File: config.mk
export PLATFORM = sky130hd
export DESIGN_NAME = pipo_universal_shifter
export DESIGN_NICKNAME = d
export VERILOG_FILES = /design/src/rtl/pipo_universal_shifter.sv
export SDC_FILE = /design/constraint.sdc
export NUM_CORES = 1
export LEC_CHECK = 0
export BUFFER_PORTS_ARGS = -buffer_cell sky130_fd_sc_hd__buf_4
export CORE_UTILIZATION = 48
export CTS_CLUSTER_DIAMETER = 30
export DETAILED_ROUTE_END_ITERATION = 10
export GPL_TIMING_DRIVEN = 0
export PLACE_DENSITY = 0.74
export SLEW_MARGIN = 10
export SYNTH_ARGS = -nofsm -noshare
export SYNTH_HDL_FRONTEND = slang
export SYNTH_SLANG_ARGS = --single-unit
File: constraint.sdc
create_clock -name clk -period 1.65 [get_ports clk]
set_input_delay 0.165 -clock clk [delete_from_list [all_inputs] [get_ports clk]]
set_output_delay 0.165 -clock clk [all_outputs]
set_load 0.02 [all_outputs]
File: src/rtl/pipo_universal_shifter.sv
// Parallel-in/parallel-out shift register with seven shift/rotate modes,
// zero/sign-extending load, and an N-step auto-run sequencer.
//
// state    | meaning
// ST_IDLE  | accepts load, start and single-step shift
// ST_RUN   | auto-run active; one shift per edge with the latched mode
module pipo_universal_shifter #(
    parameter int WORD_LENGTH = 8,
    parameter int REG_LENGTH  = 16,
    parameter int CNT_WIDTH   = 5
) (
    input  logic                   clk,
    input  logic                   rst,
    input  logic                   load,
    input  logic                   signExt,
    input  logic [WORD_LENGTH-1:0] parallelInput,
    input  logic [2:0]             mode,
    input  logic                   shift,
    input  logic                   start,
    input  logic [CNT_WIDTH-1:0]   count,
    input  logic                   serialIn,
    output logic [REG_LENGTH-1:0]  parallelOutput,
    output logic                   serialOut,
    output logic                   busy,
    output logic                   done
);

    typedef enum logic {
        ST_IDLE = 1'b0,
        ST_RUN  = 1'b1
    } state_t;

    typedef enum logic [2:0] {
        M_SHL   = 3'b000,
        M_SHR   = 3'b001,
        M_SAR   = 3'b010,
        M_ROL   = 3'b011,
        M_ROR   = 3'b100,
        M_SHL_S = 3'b101,
        M_SHR_S = 3'b110,
        M_HOLD  = 3'b111
    } mode_t;

    state_t                  state_q, state_d;
    logic [REG_LENGTH-1:0]   reg_q, reg_d;
    logic                    so_q, so_d;
    logic [CNT_WIDTH-1:0]    cnt_q, cnt_d;
    logic [2:0]              mode_q, mode_d;
    logic                    done_q, done_d;

    logic [2:0]              sel_mode;
    logic [REG_LENGTH-1:0]   sh_reg;
    logic                    sh_so;
    logic [REG_LENGTH-1:0]   load_val;

    always_comb begin
        if (signExt) begin
            load_val = REG_LENGTH'($signed(parallelInput));
        end else begin
            load_val = REG_LENGTH'(parallelInput);
        end
    end

    // One shift step of the current register; mode comes from the latch while running.
    always_comb begin
        sel_mode = (state_q == ST_RUN) ? mode_q : mode;
        sh_reg   = reg_q;
        sh_so    = so_q;
        case (mode_t'(sel_mode))
            M_SHL: begin
                sh_reg = {reg_q[REG_LENGTH-2:0], 1'b0};
                sh_so  = reg_q[REG_LENGTH-1];
            end
            M_SHR: begin
                sh_reg = {1'b0, reg_q[REG_LENGTH-1:1]};
                sh_so  = reg_q[0];
            end
            M_SAR: begin
                sh_reg = {reg_q[REG_LENGTH-1], reg_q[REG_LENGTH-1:1]};
                sh_so  = reg_q[0];
            end
            M_ROL: begin
                sh_reg = {reg_q[REG_LENGTH-2:0], reg_q[REG_LENGTH-1]};
                sh_so  = reg_q[REG_LENGTH-1];
            end
            M_ROR: begin
                sh_reg = {reg_q[0], reg_q[REG_LENGTH-1:1]};
                sh_so  = reg_q[0];
            end
            M_SHL_S: begin
                sh_reg = {reg_q[REG_LENGTH-2:0], serialIn};
                sh_so  = reg_q[REG_LENGTH-1];
            end
            M_SHR_S: begin
                sh_reg = {serialIn, reg_q[REG_LENGTH-1:1]};
                sh_so  = reg_q[0];
            end
            default: begin
                sh_reg = reg_q;
                sh_so  = so_q;
            end
        endcase
    end

    always_comb begin
        state_d = state_q;
        reg_d   = reg_q;
        so_d    = so_q;
        cnt_d   = cnt_q;
        mode_d  = mode_q;
        done_d  = 1'b0;
        if (load) begin
            reg_d   = load_val;
            state_d = ST_IDLE;
            cnt_d   = '0;
        end else if (start && state_q == ST_IDLE) begin
            if (count == '0) begin
                done_d = 1'b1;
            end else begin
                state_d = ST_RUN;
                cnt_d   = count;
                mode_d  = mode;
            end
        end else if (state_q == ST_RUN) begin
            reg_d = sh_reg;
            so_d  = sh_so;
            cnt_d = cnt_q - CNT_WIDTH'(1);
            if (cnt_q == CNT_WIDTH'(1)) begin
                state_d = ST_IDLE;
                done_d  = 1'b1;
            end
        end else if (shift) begin
            reg_d = sh_reg;
            so_d  = sh_so;
        end
    end

    always_ff @(posedge clk) begin
        if (rst) begin
            state_q <= ST_IDLE;
            reg_q   <= '0;
            so_q    <= 1'b0;
            cnt_q   <= '0;
            mode_q  <= '0;
            done_q  <= 1'b0;
        end else begin
            state_q <= state_d;
            reg_q   <= reg_d;
            so_q    <= so_d;
            cnt_q   <= cnt_d;
            mode_q  <= mode_d;
            done_q  <= done_d;
        end
    end

    assign parallelOutput = reg_q;
    assign serialOut      = so_q;
    assign busy           = (state_q == ST_RUN);
    assign done           = done_q;

endmodule

Yosys cells after proc, flatten, opt, wreduce, memory -nomap -nowiden:

Index checks and enable logic that the tools add are counted.

* $lt $le $gt $ge: 0
* shift operators: 0
* reduce and logical (&&, ||, !) cells: 13
* multiply operators: 0
* bitwise operators: 4
* eq/ne operators: 9
* $add $sub $neg: 1
* multiplexer cells: 21
* div/mod/pow operators: 0

Operators with widths (count)
* 16-bit one-hot mux with 7 select lines: 1
* 16-bit 2-to-1 mux: 5
* 5-bit 2-to-1 mux: 3
* 1-bit 2-to-1 mux: 10
* 3-bit == test, second input constant: 3
* 3-bit by 2-bit == test with 1-bit output, second input constant: 2
* 3-bit AND reduction: 2
* 5-bit by 1-bit == test with 1-bit output, second input constant: 1
* 5-bit zero test: 1
* 5-bit by 1-bit subtractor with 5-bit output, second input constant: 1
* 2-bit inequality test, second input constant: 2
* 1-bit NOT: 4
* 2-bit AND reduction: 2
* 2-bit nonzero test: 2
* 4-bit OR reduction: 1
* 3-bit by 1-bit == test with 1-bit output, second input constant: 1
* 3-bit zero test: 1
* 3-bit 2-to-1 mux: 1
* 3-bit nonzero test: 1
* 3-bit OR reduction: 1
* 1-bit one-hot mux with 2 select lines: 1
* 2-bit OR reduction: 1
* 1-bit logical AND: 1

* ROM bits: 0
* bits in latches: 0
* word-level logic and storage cells: 54
* register bits after elaboration: 27
* input bits: 23
* memories kept: 0
* memory bits (writable): 0
* output and inout port bits: 19

Depth between registers and ports, before layout:

Gate-level depths: netlist of the first run.

* depth in word-level cells: 7
* gate-level depth with buffers: 8

Least setup slack after synthesis of the first run:

OpenSTA, ideal clock, no wires.

* kind: reg-to-reg
* start point: reg state_q (netlist: busy)
* end point: reg reg_q[1] (netlist: parallelOutput[1])
* cell stages (with the launch flop): 8
* arrival time: 1.772 ns
* library setup time: 0.138 ns
* path slack: -0.259 ns
* path through: dfxtp_1 buf_6 mux2i_4 nand2_4 xnor2_4 buf_12 mux2i_1 o221ai_1

* word-level cells in the longest chain between the ends: 7
* elaborated cells on any way between the ends: 18

RTL lines
* from (decl): line 44 `state_t state_q, state_d;`
* from (signal assigned): line 147 `state_q <= state_d;`
* 3-bit 2-to-1 mux: line 66 `sel_mode = (state_q == ST_RUN) ? mode_q : mode;`
* 3-bit == test, or another cell as far along: line 69 `case (mode_t'(sel_mode))`
* 16-bit one-hot mux with 7 select lines: line 69
* 16-bit 2-to-1 mux: line 132 `end else if (shift) begin`
* 16-bit 2-to-1 mux: line 124 `end else if (state_q == ST_RUN) begin`
* 16-bit 2-to-1 mux: line 116 `end else if (start && state_q == ST_IDLE) begin`
* 16-bit 2-to-1 mux: line 112 `if (load) begin`
* to (signal assigned): line 148 `reg_q <= reg_d;`
* to (decl): line 45 `logic [REG_LENGTH-1:0] reg_q, reg_d;`

Several ways; a longest one is shown, not always the timed one. The select of a mux whose other input is x is not followed.
A chain may end at the register's enable or synchronous reset.

Worst setup path after layout of the first run:

* start point: reg state_q (netlist: busy)
* end point: reg reg_q[3] (netlist: parallelOutput[3])

The elaborated chain is that of the path after synthesis.

==> results of run 1 <==
## flip-flops by register name (all words and copies together) (netlist names)
| name | flops |
|---|---|
| done | 1 |
| busy | 1 |
| cnt_q | 5 |
| serialOut | 1 |
| parallelOutput | 16 |
| mode_q | 3 |
## area by class of cell
| type | instances | area, um^2 |
|---|---|---|
| Fill cell | 290 | 1110 |
| Multi-Input combinational cell | 135 | 1070 |
| Sequential cell | 27 | 546 |
| Timing Repair Buffer | 54 | 409 |
| Buffer | 12 | 78.8 |
| Tap cell | 46 | 57.6 |
| Inverter | 11 | 41.3 |
| Clock buffer | 4 | 26.3 |
## kinds of logic (layout without fill, tap and decap cells)
| family | after synthesis | in the layout | share of synthesized area |
|---|---|---|---|
| compound gates | 43 | 43 | 0.189 |
| xor+xnor | 2 | 2 | 0.0217 |
| fa+ha+maj | 2 | 2 | 0.0150 |
| buf+inv | 24 | 81 | 0.0689 |
| flops | 27 | 27 | 0.324 |
| mux | 24 | 24 | 0.168 |
| simple gates | 64 | 64 | 0.214 |
## what timing repair did
| action | in CTS | in global routing |
|---|---|---|
| gates resized for setup | 13 | 8 |
| hold endpoints to repair | 0 | 0 |
| cloned | 1 | 0 |
| pin swaps | 5 | 4 |
| endpoints found under the setup margin | 18 | 17 |
| setup buffers | 11 | 1 |
## synthesized netlist by cell type (all sizes together), types with 2 or more instances
master	n	area, um^2
mux2	2	22.5
a21oi	9	48.8
or4b	6	60.1
nand3b	2	15.0
dfxtp	27	541
ha	2	25.0
nor2b	4	25.0
nor3	4	20.0
nand2	13	56.3
xnor2	2	36.3
or3b	2	17.5
mux2i	22	258
and2	2	12.5
buf	3	36.3
clkbuf	10	37.5
a221oi	8	70.1
inv	11	41.3
nand3	4	20.0
o221ai	7	61.3
or2	2	12.5
a21o	2	15.0
nor2	18	67.6
o21ai	5	25.0
a21boi	2	15.0
a211oi	3	22.5
## worst max-delay path, stage by stage, from the launching register on
cell and delay, ns:
dfxtp_4 0.48, mux2i_4 0.30, nand2_4 0.09, xnor2_4 0.23, buf_12 0.18, mux2i_1 0.25, o221ai_2 0.11
## stage by stage
| step | area (um^2) | hold WS, ns |
|---|---|---|
| after floorplan | 1680 | 0.309 |
| after global placement | 2050 | 0.430 |
| after detailed placement | 2050 | 0.455 |
| after CTS | 2200 | 0.109 |
| after global routing | 2230 | 0.0972 |
| final | 2230 | 0.112 |
## layer usage
layer	global-route usage	routed length, um	vias up	part of all wire
met5	0	0	-	0
met2	0.477	2390	66	0.52
met4	0.0844	117	0	0.026
met1	0.303	1820	814	0.40
li1	-	-	800	-
met3	0.0341	242	12	0.053
## power by group through the flow
stage,Combinational [mW],Sequential (mW),Clock (mW)
after floorplan,0.289,0.782,0
after global placement,0.475,0.746,0
after detailed placement,0.487,0.749,0
after CTS,0.534,0.739,0.299
after global routing,0.594,0.749,0.341
final,0.554,0.742,0.296
## worst paths after layout
check,endpoint,slack [ns],cells past startpoint
setup / recovery,parallelOutput[3]$_SDFFE_PP0P_,-0.11,6
hold / removal,mode_q[0]$_SDFFE_PP0P_,0.11,3
hold reg to reg,parallelOutput[10]$_SDFFE_PP0P_,0.51,2
setup reg to reg,parallelOutput[3]$_SDFFE_PP0P_,-0.11,6
==> flow_summary_export.csv, run 1 <==
group,metric,value,unit
run,maxCapViolations,0,
placement,io_buffers,41,
layout,area_growth,33.5,%
logic_synthesis,ys_seq_elements,27,
floorplanning,start_util,0.501,
sta,hold_violations,0,
global_route,gr-total-overflow,0,
global_route,grt_pass1_vias,1614,
floorplanning,fp.dieH,61.0,um
worst_setup_path,cp.arrival,1.97,ns
logic_synthesis,synth_ff_type,"dfxtp_1",
clock_network,cts_tree,"built",
clock_network,clock_latency,0.32,ns
layout,final_common_cell,"buf_4",
worst_setup_path,crit_required,1.86,ns
worst_setup_path,crit_path_end_kind,"register",
sta,final-max-slew-violation-count,0,
logic_synthesis,synth_edf_count,0,
logic_synthesis,syn_area,0.00167,mm^2
global_route,grt_use_total,0.257,
worst_setup_path,worst-setup-path-type,"reg -> reg",
global_route,grt_max_degree,15,
routing,drc,0,
power_and_ir_drop,p_switching,0.520,mW
layout,post-route-util,0.668,
logic_synthesis,syn_nets,211,
clock_network,clkSinkCount,27,
placement,place_congestion,0.834,
sta,fin_tns_setup,-0.791,ns
clock_network,hold_buffers,0,
layout,final_cell_mix,"53 x buf_4, 25 x dfxtp_1, 18 x mux2i_1, 18 x nor2_1",
routing,postRouteAntennaNets,0,
power_and_ir_drop,p_sw_frac,0.327,
outcome,violations,"negative setup slack",
sta,min_period,1.76,ns
routing,wl_per_cell,15.8,um
layout,layoutNonFillerInstCount,289,
worst_setup_path,crit_start,"busy$_SDFFE_PP0P_",
sta,setup_viol,15,
routing,dr_total_vias,1692,
sta,tightest_slew,0.509,ns
power_and_ir_drop,total_power,1.59,mW
layout,layout-drive-gt1-share,0.337,
power_and_ir_drop,p_comb_frac,0.348,
placement,pre_cts_ws,-0.279,ns
floorplanning,num_io_pins,42,
worst_setup_path,critPathLaunchType,"register",
global_route,grt_pass1_wl,7100,um
clock_network,root_buffer,"clkbuf_4",
power_and_ir_drop,p_leak,0.954,nW
power_and_ir_drop,internal_power,1.07,mW
worst_setup_path,worstPathMaxFanout,10,
hold_path,min_path_type,"in -> reg",
layout,n_antenna_cell,0,
outcome,outcome,"finished with violations",
sta,skew,0.00469,ns
worst_setup_path,r2r_start,"busy$_SDFFE_PP0P_",
sta,fmax,569,MHz
placement,dp_hpwl,3160,um
logic_synthesis,ys_warn_count,0,
sta,setup_slack,-0.107,ns
floorplanning,dieArea,0.00372,mm^2
routing,drt-pass1-iter-count,4,
clock_network,htreeDepth,1,
logic_synthesis,seq_area_frac_synth,0.324,
sta,rsz0062_at_grt,"yes",
floorplanning,num_rows,21,
logic_synthesis,syn_inst,186,
logic_synthesis,async_flop_share,0,
floorplanning,core-area,0.00334,mm^2
routing,drt_iter0_drc,117,
routing,vias_per_cell,5.85,
sta,fin_crit_sh,1.06,
logic_synthesis,syn_avg_cell_area,8.98,um^2
power_and_ir_drop,power.share.clock,0.186,
power_and_ir_drop,ir_drop,0.550,mV
sta,max_slew_margin,0.661,
power_and_ir_drop,powerDensity,714,mW/mm^2
global_route,antenna_found_initial,0,
hold_path,hold_path_startpoint,"mode[0]",
logic_synthesis,synthDistinctLibCells,51,
floorplanning,fp.dieW,61.0,um
layout,final_nets,269,
routing,wl,4570,um
clock_network,numCtsBuffers,3,
clock_network,clock_path_buffers,2,
power_and_ir_drop,seqPwrFrac,0.466,
clock_network,clkTransAtPathRegs,0.15,ns
placement,dp_cells,273,
Power figures use the tool's default switching activity.
==> run 2, diff against run 1 <==
Settings changed: CORE_ASPECT_RATIO from default to 0.7, PLACE_DENSITY 0.74 to 0.76.
==> flow_summary_export.csv, run 2 (synthesis gave the netlist of run 1 again) <==
group,metric,value,unit
worst_setup_path,worst-setup-path-type,"reg -> reg",
layout,final_nets,270,
clock_network,numCtsBuffers,3,
power_and_ir_drop,p_leak,1.00,nW
routing,wl_met3,215,um
outcome,outcome,"finished with violations",
sta,final-max-slew-violation-count,0,
layout,final_common_cell,"buf_4",
floorplanning,num_io_pins,42,
worst_setup_path,crit_required,1.85,ns
layout,final_cell_mix,"46 x buf_4, 26 x dfxtp_1, 18 x nor2_1, 17 x mux2i_1",
floorplanning,core-area,0.00323,mm^2
layout,area_growth,41.6,%
sta,tightest_slew,0.550,ns
sta,skew,0.00127,ns
power_and_ir_drop,powerDensity,742,mW/mm^2
clock_network,clock_latency,0.28,ns
sta,min_period,1.78,ns
routing,postRouteAntennaNets,0,
worst_setup_path,worstPathMaxFanout,5,
sta,max_slew_margin,0.633,
routing,drt_iter0_drc,137,
worst_setup_path,crit_path_end_kind,"register",
routing,drc,0,
placement,dp_hpwl,3160,um
clock_network,clock_path_buffers,2,
floorplanning,fp.dieH,51.4,um
layout,n_antenna_cell,0,
routing,top_layer_used,"met4",
clock_network,root_buffer,"clkbuf_8",
sta,rsz0062_at_grt,"yes",
routing,dr_wl_met2,2220,um
global_route,grt_pass1_wl,6980,um
global_route,grt_use_total,0.243,
placement,dp_cells,274,
clock_network,cts_tree,"built",
run,maxCapViolations,0,
layout,layout-drive-gt1-share,0.361,
sta,fmax,561,MHz
floorplanning,fp.dieW,72.5,um
floorplanning,dieArea,0.00372,mm^2
worst_setup_path,reg2reg_depth,7,
global_route,grt_pass1_vias,1487,
routing,vias_per_cell,5.88,
sta,setup_slack,-0.133,ns
power_and_ir_drop,ir_drop,0.546,mV
sta,fin_tns_setup,-1.28,ns
sta,setup_viol,14,
clock_network,clkSinkCount,27,
worst_setup_path,cp.arrival,1.99,ns
layout,largest_reg_flops,16,
placement,place_congestion,0.876,
worst_setup_path,critPathLaunchType,"register",
routing,dr_total_vias,1711,
sta,fin_crit_sh,1.08,
power_and_ir_drop,total_power,1.75,mW
global_route,antenna_found_initial,0,
floorplanning,num_rows,17,
clock_network,clkTransAtPathRegs,0.09,ns
placement,io_buffers,41,
global_route,gr-total-overflow,0,
hold_path,min_path_type,"in -> reg",
sta,holdWs,0.153,ns
hold_path,hold_depth,3,
global_route,grt_max_degree,15,
sta,hold_violations,0,
clock_network,htreeDepth,1,
routing,drt-pass1-iter-count,4,
layout,layoutNonFillerInstCount,291,
floorplanning,start_util,0.517,
routing,wl,4820,um
routing,wl_met1,2310,um
outcome,violations,"negative setup slack",
routing,wl_per_cell,16.6,um
-- run 2: final timing paths --
kind                                                      start                              end  slack [ns]
worst max-delay path                          busy$_SDFFE_PP0P_   parallelOutput[4]$_SDFFE_PP0P_       -0.13
worst min-delay path                                    mode[1]           mode_q[1]$_SDFFE_PP0P_        0.15
worst max register to register                busy$_SDFFE_PP0P_   parallelOutput[4]$_SDFFE_PP0P_       -0.13
worst min register to register  parallelOutput[11]$_SDFFE_PP0P_  parallelOutput[11]$_SDFFE_PP0P_        0.51
-- run 2: report_power, final --
| group | leakage (nW) | switching, mW | internal [mW] | total (mW) |
|---|---|---|---|---|
| registers | 0.223 | 0.0447 | 0.695 | 0.740 |
| logic | 0.759 | 0.303 | 0.322 | 0.625 |
| clock network | 0.0228 | 0.216 | 0.174 | 0.390 |
| total | 1.00 | 0.564 | 1.19 | 1.75 |
-- run 2: routing by layer --
metal | global-route usage | up-vias
li1 | - | 800
met1 | 0.343 | 847
met2 | 0.372 | 52
met3 | 0.0552 | 12
met4 | 0.0588 | 0
met5 | 0 | -
-- run 2: cell type report --
type                            count  area, um^2
Buffer                             12        91.3
Clock buffer                        4        45.0
Inverter                           11        41.3
Timing Repair Buffer               55         472
Fill cell                         240         868
Multi-Input combinational cell    135        1110
Tap cell                           47        58.8
Sequential cell                    27         544
-- run 2: metrics by stage --
step	instance area [um^2]	setup slack (ns)	utilization
floorplan	1680	-0.152	-
global placement	2050	-0.245	0.634
detailed placement	2050	-0.312	0.634
CTS	2160	-0.136	0.669
global route	2360	-0.197	0.731
finish	2360	-0.133	0.731
-- run 2: repair_timing --
item,CTS,global route
pin swaps,2,6
hold buffers,0,0
endpoints found under the setup margin,18,18
gates cloned,0,2
resized for setup,11,24
buffers inserted,3,9
-- run 2: critical path, cell delays in order (launching register included) --
cell	delay [ns]
dfxtp_4	0.38
buf_6	0.13
clkbuf_16	0.14
a21o_1	0.19
and2_4	0.19
buf_6	0.12
or4b_1	0.46
o221ai_1	0.08
